==> src/rtl/food_placement_controller_if.sv <==
// Bus between the food placement controller and its environment: the
// placement request/result handshake plus the grid store read port.
interface food_placement_controller_if #(
    parameter int GRID_HEIGHT    = 16,
    parameter int GRID_WIDTH     = 16,
    parameter int BITS_PER_BLOCK = 2
);
    localparam int VW = $clog2(GRID_HEIGHT);
    localparam int HW = $clog2(GRID_WIDTH);

    logic                      PlaceReq;
    logic [3:0]                EntropyIn;
    logic                      RdEn;
    logic [VW-1:0]             RdV;
    logic [HW-1:0]             RdH;
    logic [BITS_PER_BLOCK-1:0] RdData;
    logic [VW-1:0]             NextFoodV;
    logic [HW-1:0]             NextFoodH;
    logic                      FoodValid;
    logic                      Busy;
    logic                      Fallback;
    logic                      GridFull;

    // Controller side
    modport master (
        input  PlaceReq, EntropyIn, RdData,
        output RdEn, RdV, RdH, NextFoodV, NextFoodH, FoodValid, Busy, Fallback, GridFull
    );

    // Game logic / grid store side
    modport slave (
        output PlaceReq, EntropyIn, RdData,
        input  RdEn, RdV, RdH, NextFoodV, NextFoodH, FoodValid, Busy, Fallback, GridFull
    );
endinterface

==> src/rtl/food_placement_controller.sv <==
// Food placement controller: draws random interior candidates from an
// entropy-mixed Galois LFSR, checks them against the grid store, and falls
// back to a raster scan when the random tries run out.
module food_placement_controller #(
    parameter int                        GRID_HEIGHT    = 16,
    parameter int                        GRID_WIDTH     = 16,
    parameter int                        BITS_PER_BLOCK = 2,
    parameter logic [BITS_PER_BLOCK-1:0] BLOCK_EMPTY    = '0,
    parameter int                        MAX_TRIES      = 64,
    parameter logic [15:0]               LFSR_SEED      = 16'hACE1
) (
    input  logic                         MasterClock,
    input  logic                         Reset,
    food_placement_controller_if.master  placeBus
);
    localparam int          VW        = $clog2(GRID_HEIGHT);
    localparam int          HW        = $clog2(GRID_WIDTH);
    localparam int          TW        = $clog2(MAX_TRIES + 1);
    localparam logic [15:0] LFSR_TAPS = 16'hB400;

    typedef enum logic [3:0] {
        IDLE, PICK, READ, CHECK, SCAN_INIT, SCAN_READ, SCAN_CHECK, DONE, FULL
    } state_t;

    state_t        state, stateNext;
    logic [15:0]   lfsr, lfsrShift, lfsrNext;
    logic [TW-1:0] tries, triesNext, triesInc;
    logic [VW-1:0] rdV, rdVNext, nextV, nextVNext, candV;
    logic [HW-1:0] rdH, rdHNext, nextH, nextHNext, candH;
    logic          rdEn, rdEnNext, foodValid, foodValidNext, busy, busyNext;
    logic          fallback, fallbackNext, gridFull, gridFullNext;
    logic          candInterior, triesExhausted, cellEmpty;

    assign candV          = VW'(lfsr[7:4]);
    assign candH          = HW'(lfsr[3:0]);
    assign candInterior   = (candV >= VW'(1)) && (candV <= VW'(GRID_HEIGHT - 2)) &&
                            (candH >= HW'(1)) && (candH <= HW'(GRID_WIDTH - 2));
    assign triesInc       = tries + TW'(1);
    assign triesExhausted = (triesInc == TW'(MAX_TRIES));
    assign cellEmpty      = (placeBus.RdData == BLOCK_EMPTY);

    // LFSR step: Galois shift, button entropy into the low nibble, never all-zero
    always_comb begin
        lfsrShift       = {1'b0, lfsr[15:1]} ^ (lfsr[0] ? LFSR_TAPS : 16'h0000);
        lfsrShift[3:0]  = lfsrShift[3:0] ^ placeBus.EntropyIn;
        lfsrNext        = (lfsrShift == '0) ? LFSR_SEED : lfsrShift;
    end

    // Next-state and next-output decode; outputs are registered from stateNext
    always_comb begin
        stateNext    = state;
        triesNext    = tries;
        rdVNext      = rdV;
        rdHNext      = rdH;
        nextVNext    = nextV;
        nextHNext    = nextH;
        fallbackNext = 1'b0;
        case (state)
            IDLE: begin
                if (placeBus.PlaceReq) begin
                    triesNext = '0;
                    stateNext = PICK;
                end
            end
            PICK: begin
                if (candInterior) begin
                    rdVNext   = candV;
                    rdHNext   = candH;
                    stateNext = READ;
                end else begin
                    triesNext = triesInc;
                    stateNext = triesExhausted ? SCAN_INIT : PICK;
                end
            end
            READ: stateNext = CHECK;
            CHECK: begin
                if (cellEmpty) begin
                    nextVNext = rdV;
                    nextHNext = rdH;
                    stateNext = DONE;
                end else begin
                    triesNext = triesInc;
                    stateNext = triesExhausted ? SCAN_INIT : PICK;
                end
            end
            SCAN_INIT: begin
                rdVNext   = VW'(1);
                rdHNext   = HW'(1);
                stateNext = SCAN_READ;
            end
            SCAN_READ: stateNext = SCAN_CHECK;
            SCAN_CHECK: begin
                if (cellEmpty) begin
                    nextVNext    = rdV;
                    nextHNext    = rdH;
                    fallbackNext = 1'b1;
                    stateNext    = DONE;
                end else if (rdH == HW'(GRID_WIDTH - 2)) begin
                    rdHNext = HW'(1);
                    if (rdV == VW'(GRID_HEIGHT - 2)) begin
                        stateNext = FULL;
                    end else begin
                        rdVNext   = rdV + VW'(1);
                        stateNext = SCAN_READ;
                    end
                end else begin
                    rdHNext   = rdH + HW'(1);
                    stateNext = SCAN_READ;
                end
            end
            DONE:    stateNext = IDLE;
            FULL:    stateNext = IDLE;
            default: stateNext = IDLE;
        endcase
        // Decoding from stateNext makes each registered pulse coincide with its state
        rdEnNext      = (stateNext == READ) || (stateNext == SCAN_READ);
        foodValidNext = (stateNext == DONE);
        gridFullNext  = (stateNext == FULL);
        busyNext      = (stateNext != IDLE);
    end

    // State, LFSR and registered outputs
    always_ff @(posedge MasterClock or negedge Reset) begin
        if (!Reset) begin
            state     <= IDLE;
            lfsr      <= LFSR_SEED;
            tries     <= '0;
            rdV       <= '0;
            rdH       <= '0;
            nextV     <= VW'(8);
            nextH     <= HW'(8);
            rdEn      <= 1'b0;
            foodValid <= 1'b0;
            busy      <= 1'b0;
            fallback  <= 1'b0;
            gridFull  <= 1'b0;
        end else begin
            state     <= stateNext;
            lfsr      <= lfsrNext;
            tries     <= triesNext;
            rdV       <= rdVNext;
            rdH       <= rdHNext;
            nextV     <= nextVNext;
            nextH     <= nextHNext;
            rdEn      <= rdEnNext;
            foodValid <= foodValidNext;
            busy      <= busyNext;
            fallback  <= fallbackNext;
            gridFull  <= gridFullNext;
        end
    end

    assign placeBus.RdEn      = rdEn;
    assign placeBus.RdV       = rdV;
    assign placeBus.RdH       = rdH;
    assign placeBus.NextFoodV = nextV;
    assign placeBus.NextFoodH = nextH;
    assign placeBus.FoodValid = foodValid;
    assign placeBus.Busy      = busy;
    assign placeBus.Fallback  = fallback;
    assign placeBus.GridFull  = gridFull;
endmodule

==> src/flat_wrapper.sv <==
// flat-port wrapper written by rule: the top's interface ports become plain ports
module food_placement_controller_flat 
#(
    parameter int                        GRID_HEIGHT    = 16,
    parameter int                        GRID_WIDTH     = 16,
    parameter int                        BITS_PER_BLOCK = 2,
    parameter logic [BITS_PER_BLOCK-1:0] BLOCK_EMPTY    = '0,
    parameter int                        MAX_TRIES      = 64,
    parameter logic [15:0]               LFSR_SEED      = 16'hACE1
)
  (MasterClock, Reset, placeBus_PlaceReq, placeBus_EntropyIn, placeBus_RdData, placeBus_RdEn, placeBus_RdV, placeBus_RdH, placeBus_NextFoodV, placeBus_NextFoodH, placeBus_FoodValid, placeBus_Busy, placeBus_Fallback, placeBus_GridFull);
  food_placement_controller_if #(.GRID_HEIGHT(GRID_HEIGHT), .GRID_WIDTH(GRID_WIDTH), .BITS_PER_BLOCK(BITS_PER_BLOCK)) placeBus_i ();
  input  logic MasterClock;
  input  logic Reset;
  input wire logic [$bits(placeBus_i.PlaceReq)-1:0] placeBus_PlaceReq;
  input wire logic [$bits(placeBus_i.EntropyIn)-1:0] placeBus_EntropyIn;
  input wire logic [$bits(placeBus_i.RdData)-1:0] placeBus_RdData;
  output wire logic [$bits(placeBus_i.RdEn)-1:0] placeBus_RdEn;
  output wire logic [$bits(placeBus_i.RdV)-1:0] placeBus_RdV;
  output wire logic [$bits(placeBus_i.RdH)-1:0] placeBus_RdH;
  output wire logic [$bits(placeBus_i.NextFoodV)-1:0] placeBus_NextFoodV;
  output wire logic [$bits(placeBus_i.NextFoodH)-1:0] placeBus_NextFoodH;
  output wire logic [$bits(placeBus_i.FoodValid)-1:0] placeBus_FoodValid;
  output wire logic [$bits(placeBus_i.Busy)-1:0] placeBus_Busy;
  output wire logic [$bits(placeBus_i.Fallback)-1:0] placeBus_Fallback;
  output wire logic [$bits(placeBus_i.GridFull)-1:0] placeBus_GridFull;
  assign placeBus_i.PlaceReq = placeBus_PlaceReq;
  assign placeBus_i.EntropyIn = placeBus_EntropyIn;
  assign placeBus_i.RdData = placeBus_RdData;
  assign placeBus_RdEn = placeBus_i.RdEn;
  assign placeBus_RdV = placeBus_i.RdV;
  assign placeBus_RdH = placeBus_i.RdH;
  assign placeBus_NextFoodV = placeBus_i.NextFoodV;
  assign placeBus_NextFoodH = placeBus_i.NextFoodH;
  assign placeBus_FoodValid = placeBus_i.FoodValid;
  assign placeBus_Busy = placeBus_i.Busy;
  assign placeBus_Fallback = placeBus_i.Fallback;
  assign placeBus_GridFull = placeBus_i.GridFull;
  food_placement_controller #(.GRID_HEIGHT(GRID_HEIGHT), .GRID_WIDTH(GRID_WIDTH), .BITS_PER_BLOCK(BITS_PER_BLOCK), .BLOCK_EMPTY(BLOCK_EMPTY), .MAX_TRIES(MAX_TRIES), .LFSR_SEED(LFSR_SEED)) u_core (.MasterClock(MasterClock), .Reset(Reset), .placeBus(placeBus_i));
endmodule
==> config.mk <==
export PLATFORM = sky130hd
export DESIGN_NAME = food_placement_controller_flat
export DESIGN_NICKNAME = d
export VERILOG_FILES = /design/src/rtl/food_placement_controller_if.sv /design/src/rtl/food_placement_controller.sv /design/src/flat_wrapper.sv
export SDC_FILE = /design/constraint.sdc
export NUM_CORES = 1
export LEC_CHECK = 0
export BUFFER_PORTS_ARGS = -buffer_cell sky130_fd_sc_hd__buf_2
export CAP_MARGIN = 10
export CORE_UTILIZATION = 64
export CTS_BUF_LIST = sky130_fd_sc_hd__clkbuf_4
export DETAILED_ROUTE_END_ITERATION = 16
export HOLD_SLACK_MARGIN = 0.15
export PLACE_DENSITY = 0.89
export SLEW_MARGIN = 30
export SYNTH_ARGS = -nofsm -noshare
export SYNTH_HDL_FRONTEND = slang
export SYNTH_SLANG_ARGS = --single-unit
==> constraint.sdc <==
create_clock -name MasterClock -period 3.1 [get_ports MasterClock]
set_input_delay 0.155 -clock MasterClock [delete_from_list [all_inputs] [get_ports MasterClock]]
set_output_delay 0.155 -clock MasterClock [all_outputs]
set_load 0.02 [all_outputs]
==> results.yml <==
route:
  drtIter0Drc: 173
  drc: 0
  dr.pass1.iters: 4
  ant_nets: 0
  drt_wl_total_mm: 4.79
  wl_per_cell_um: 15.7
  dr_total_vias: 1861
  vias_per_cell: 6.10
run:
  cap_viol_max_count: 0
clock_tree:
  ctsHtreeMaxLevel: 2
  cts_buffers: 5
  clock_path_buffers: 2
  clk_latency_ns: 0.36
  cts_setup_buffers: 0
  clkTransAtPathRegs_ns: 0.12
  root_buffer: "clkbuf_4"
  cts_tree: "done"
  cts_sinks: 48
run_status:
  outcome: "finished clean"
worst_setup_path:
  critPathLaunch: "u_core.state[1]$_DFF_PN0_"
  setup.worst_path.class: "reg2reg"
  cp.required_ns: 3.35
  crit_path_start_kind: "register"
  critPathCaptureType: "register"
  cp_max_fo: 10
  r2r-start: "u_core.state[1]$_DFF_PN0_"
  cp.arrival_ns: 2.29
synthesis:
  synthAdderAreaFrac: 0.0303
  ys_ff_latch: 48
  synth.avg_cell_area_sq_um: 10.5
  yosys.area_share.xor_xnor: 0.0293
  yosysSeqAreaShare: 0.507
  synth_area_leaders: "dfrtp_1, dfstp_2, o21ai_0"
  ys.flop_type: "dfrtp_1"
  ys_warn_count: 0
  yosysMostFrequentCell: "dfrtp_1"
  synth.area.mux_share: 0.0376
  synth_top_family_by_area: "simple AND/OR/NAND/NOR gates"
  ys_types: 52
  synth_top_area_share: 0.397
  synth_common_cells: "dfrtp_1, o21ai_0, nand3_1"
  synth_area_sq_um: 2390
  synth_compound_area_frac: 0.143
  postSynth.asyncResetShare: 1.00
  synthSimpleGateAreaFrac: 0.215
  synth_edf_count: 0
  syn_nets: 242
  synthCells: 228
  synth_largest_area_cell: "dfrtp_1"
floorplan:
  coreArea_sq_um: 3470
  die_h_um: 63.2
  start_util: 0.690
  die_area_sq_um: 3990
  die_w_um: 63.2
  num_rows: 21
  io_pins: 30
cells_and_area:
  final_cells: 305
  antenna_cells: 0
  nets: 272
  drive_gt1_frac: 0.266
  syn_to_final_growth_pct: 12.1
timing:
  fmax_ghz: 0.491
  finalSetupViolCount: 0
  tns_ns: 0
  rsz0062_at_grt: "no"
  clock_skew_ns: 0.00709
  period_share: 0.657
  worstMarginPinSlew_ns: 0.623
  finalHoldViolCount: 0
  period_minus_slack_ns: 2.04
  maxSlewViolCount: 0
  max_slew_margin: 0.581
place:
  place_inst: 290
  dp_hpwl_mm: 3.28
  place_congestion: 0.811
  io_buffers: 29
grt:
  grt-ovfl-total: 0
  grt_pass1_wl_mm: 8.65
  antenna_found_initial: 0
  grt_pass1_vias: 1897
  grt_max_degree: 49
  grt_util_all_layers: 0.285
pwr:
  vdd_drop_max_v: 0.000728
  power.density_nw_per_um2: 1050
  p_leak_nw: 1.14
min_path:
  min_from: "placeBus_PlaceReq"
  min_path_type: "in2reg"
worst max-delay path: stages, from the launching register on:
cell	delay [ns]
dfrtp_1	0.52
or3b_1	0.50
nor3_4	0.50
mux2_2	0.41
worst paths after layout:
path	endpoint	slack, ns	cells past startpoint
max reg2reg	u_core.placeBus.NextFoodH[0]$_DFFE_PN0P_	1.06	3
min	u_core.placeBus.Busy$_DFF_PN0_	0.18	4
max in group asynchronous	u_core.placeBus.NextFoodH[3]$_DFFE_PN1P_	2.39	2
min in group asynchronous	u_core.placeBus.Busy$_DFF_PN0_	0.31	2
min reg2reg	u_core.lfsr[8]$_DFF_PN0_	0.41	0
max	u_core.placeBus.NextFoodH[0]$_DFFE_PN0P_	1.06	3
layout make-up:
class	count	area, sq um
timing repair buffer	36	218
fill	250	785
sequential	48	1210
clock inverter	3	37.5
multi-input combinational	159	1090
tap	46	57.6
inverter	8	30.0
clock buffer	5	37.5
registers in the layout, summed over array words and instances, names as in the netlist:
signal	cells
u_core.placeBus.RdEn	1
u_core.tries	7
u_core.placeBus.GridFull	1
u_core.placeBus.Fallback	1
u_core.placeBus.RdV	4
u_core.placeBus.FoodValid	1
u_core.lfsr	16
u_core.state	4
u_core.placeBus.NextFoodH	4
u_core.placeBus.NextFoodV	4
u_core.placeBus.RdH	4
u_core.placeBus.Busy	1
report_power, final:
group	switching (mW)	internal [mW]	total (mW)
Sequential	0.320	0.941	1.26
Combinational	0.704	0.510	1.21
Clock	0.186	0.165	0.351
logic make-up (layout without fill, tap and decap cells):
family                     after synthesis  in the layout
muxes                                    8              8
and+or+nand+nor                         85             85
buffers and inverters                   21             52
adders and majority gates                6              6
DFF                                     48             48
xor gates and xnor gates                 8              8
AOI/OAI and AO/OA                       52             52
layout by cell type (no fill, tap or decap), drive strengths merged, types with 6 or more instances in the layout:
master	count
mux2	8
dfstp	10
dlygate4sd3	7
a21oi	12
buf	29
inv	8
nor3	10
nand2	13
or2	8
o21ai	18
nor2	12
nand3	14
dfrtp	38
nor3b	6
through the flow:
| stage | util | setup WS, ns | hold WS (ns) | cell area (sq um) | power [mW] |
|---|---|---|---|---|---|
| 2_1_floorplan | - | 1.26 | -0.141 | 2390 | 2.14 |
| 3_3_place_gp | 0.731 | 1.11 | 0.370 | 2540 | 2.39 |
| 3_5_place_dp | 0.732 | 1.06 | 0.197 | 2540 | 2.46 |
| 4_1_cts | 0.774 | 1.04 | 0.195 | 2680 | 2.82 |
| 5_1_grt | 0.774 | 0.943 | 0.197 | 2680 | 3.03 |
| 6_report | 0.774 | 1.06 | 0.182 | 2680 | 2.82 |
per-layer routing:
| layer | global-route usage | part of all wire |
|---|---|---|
| met5 | 0 | 0 |
| met1 | 0.360 | 0.42 |
| met3 | 0.0688 | 0.051 |
| met4 | 0.134 | 0.031 |
| met2 | 0.462 | 0.49 |
timing repair:
item,CTS,global route
gates resized for setup,0,0
hold endpoints to repair,43,0
hold buffers,7,0
No activity file was read; power rests on OpenSTA's default activity.
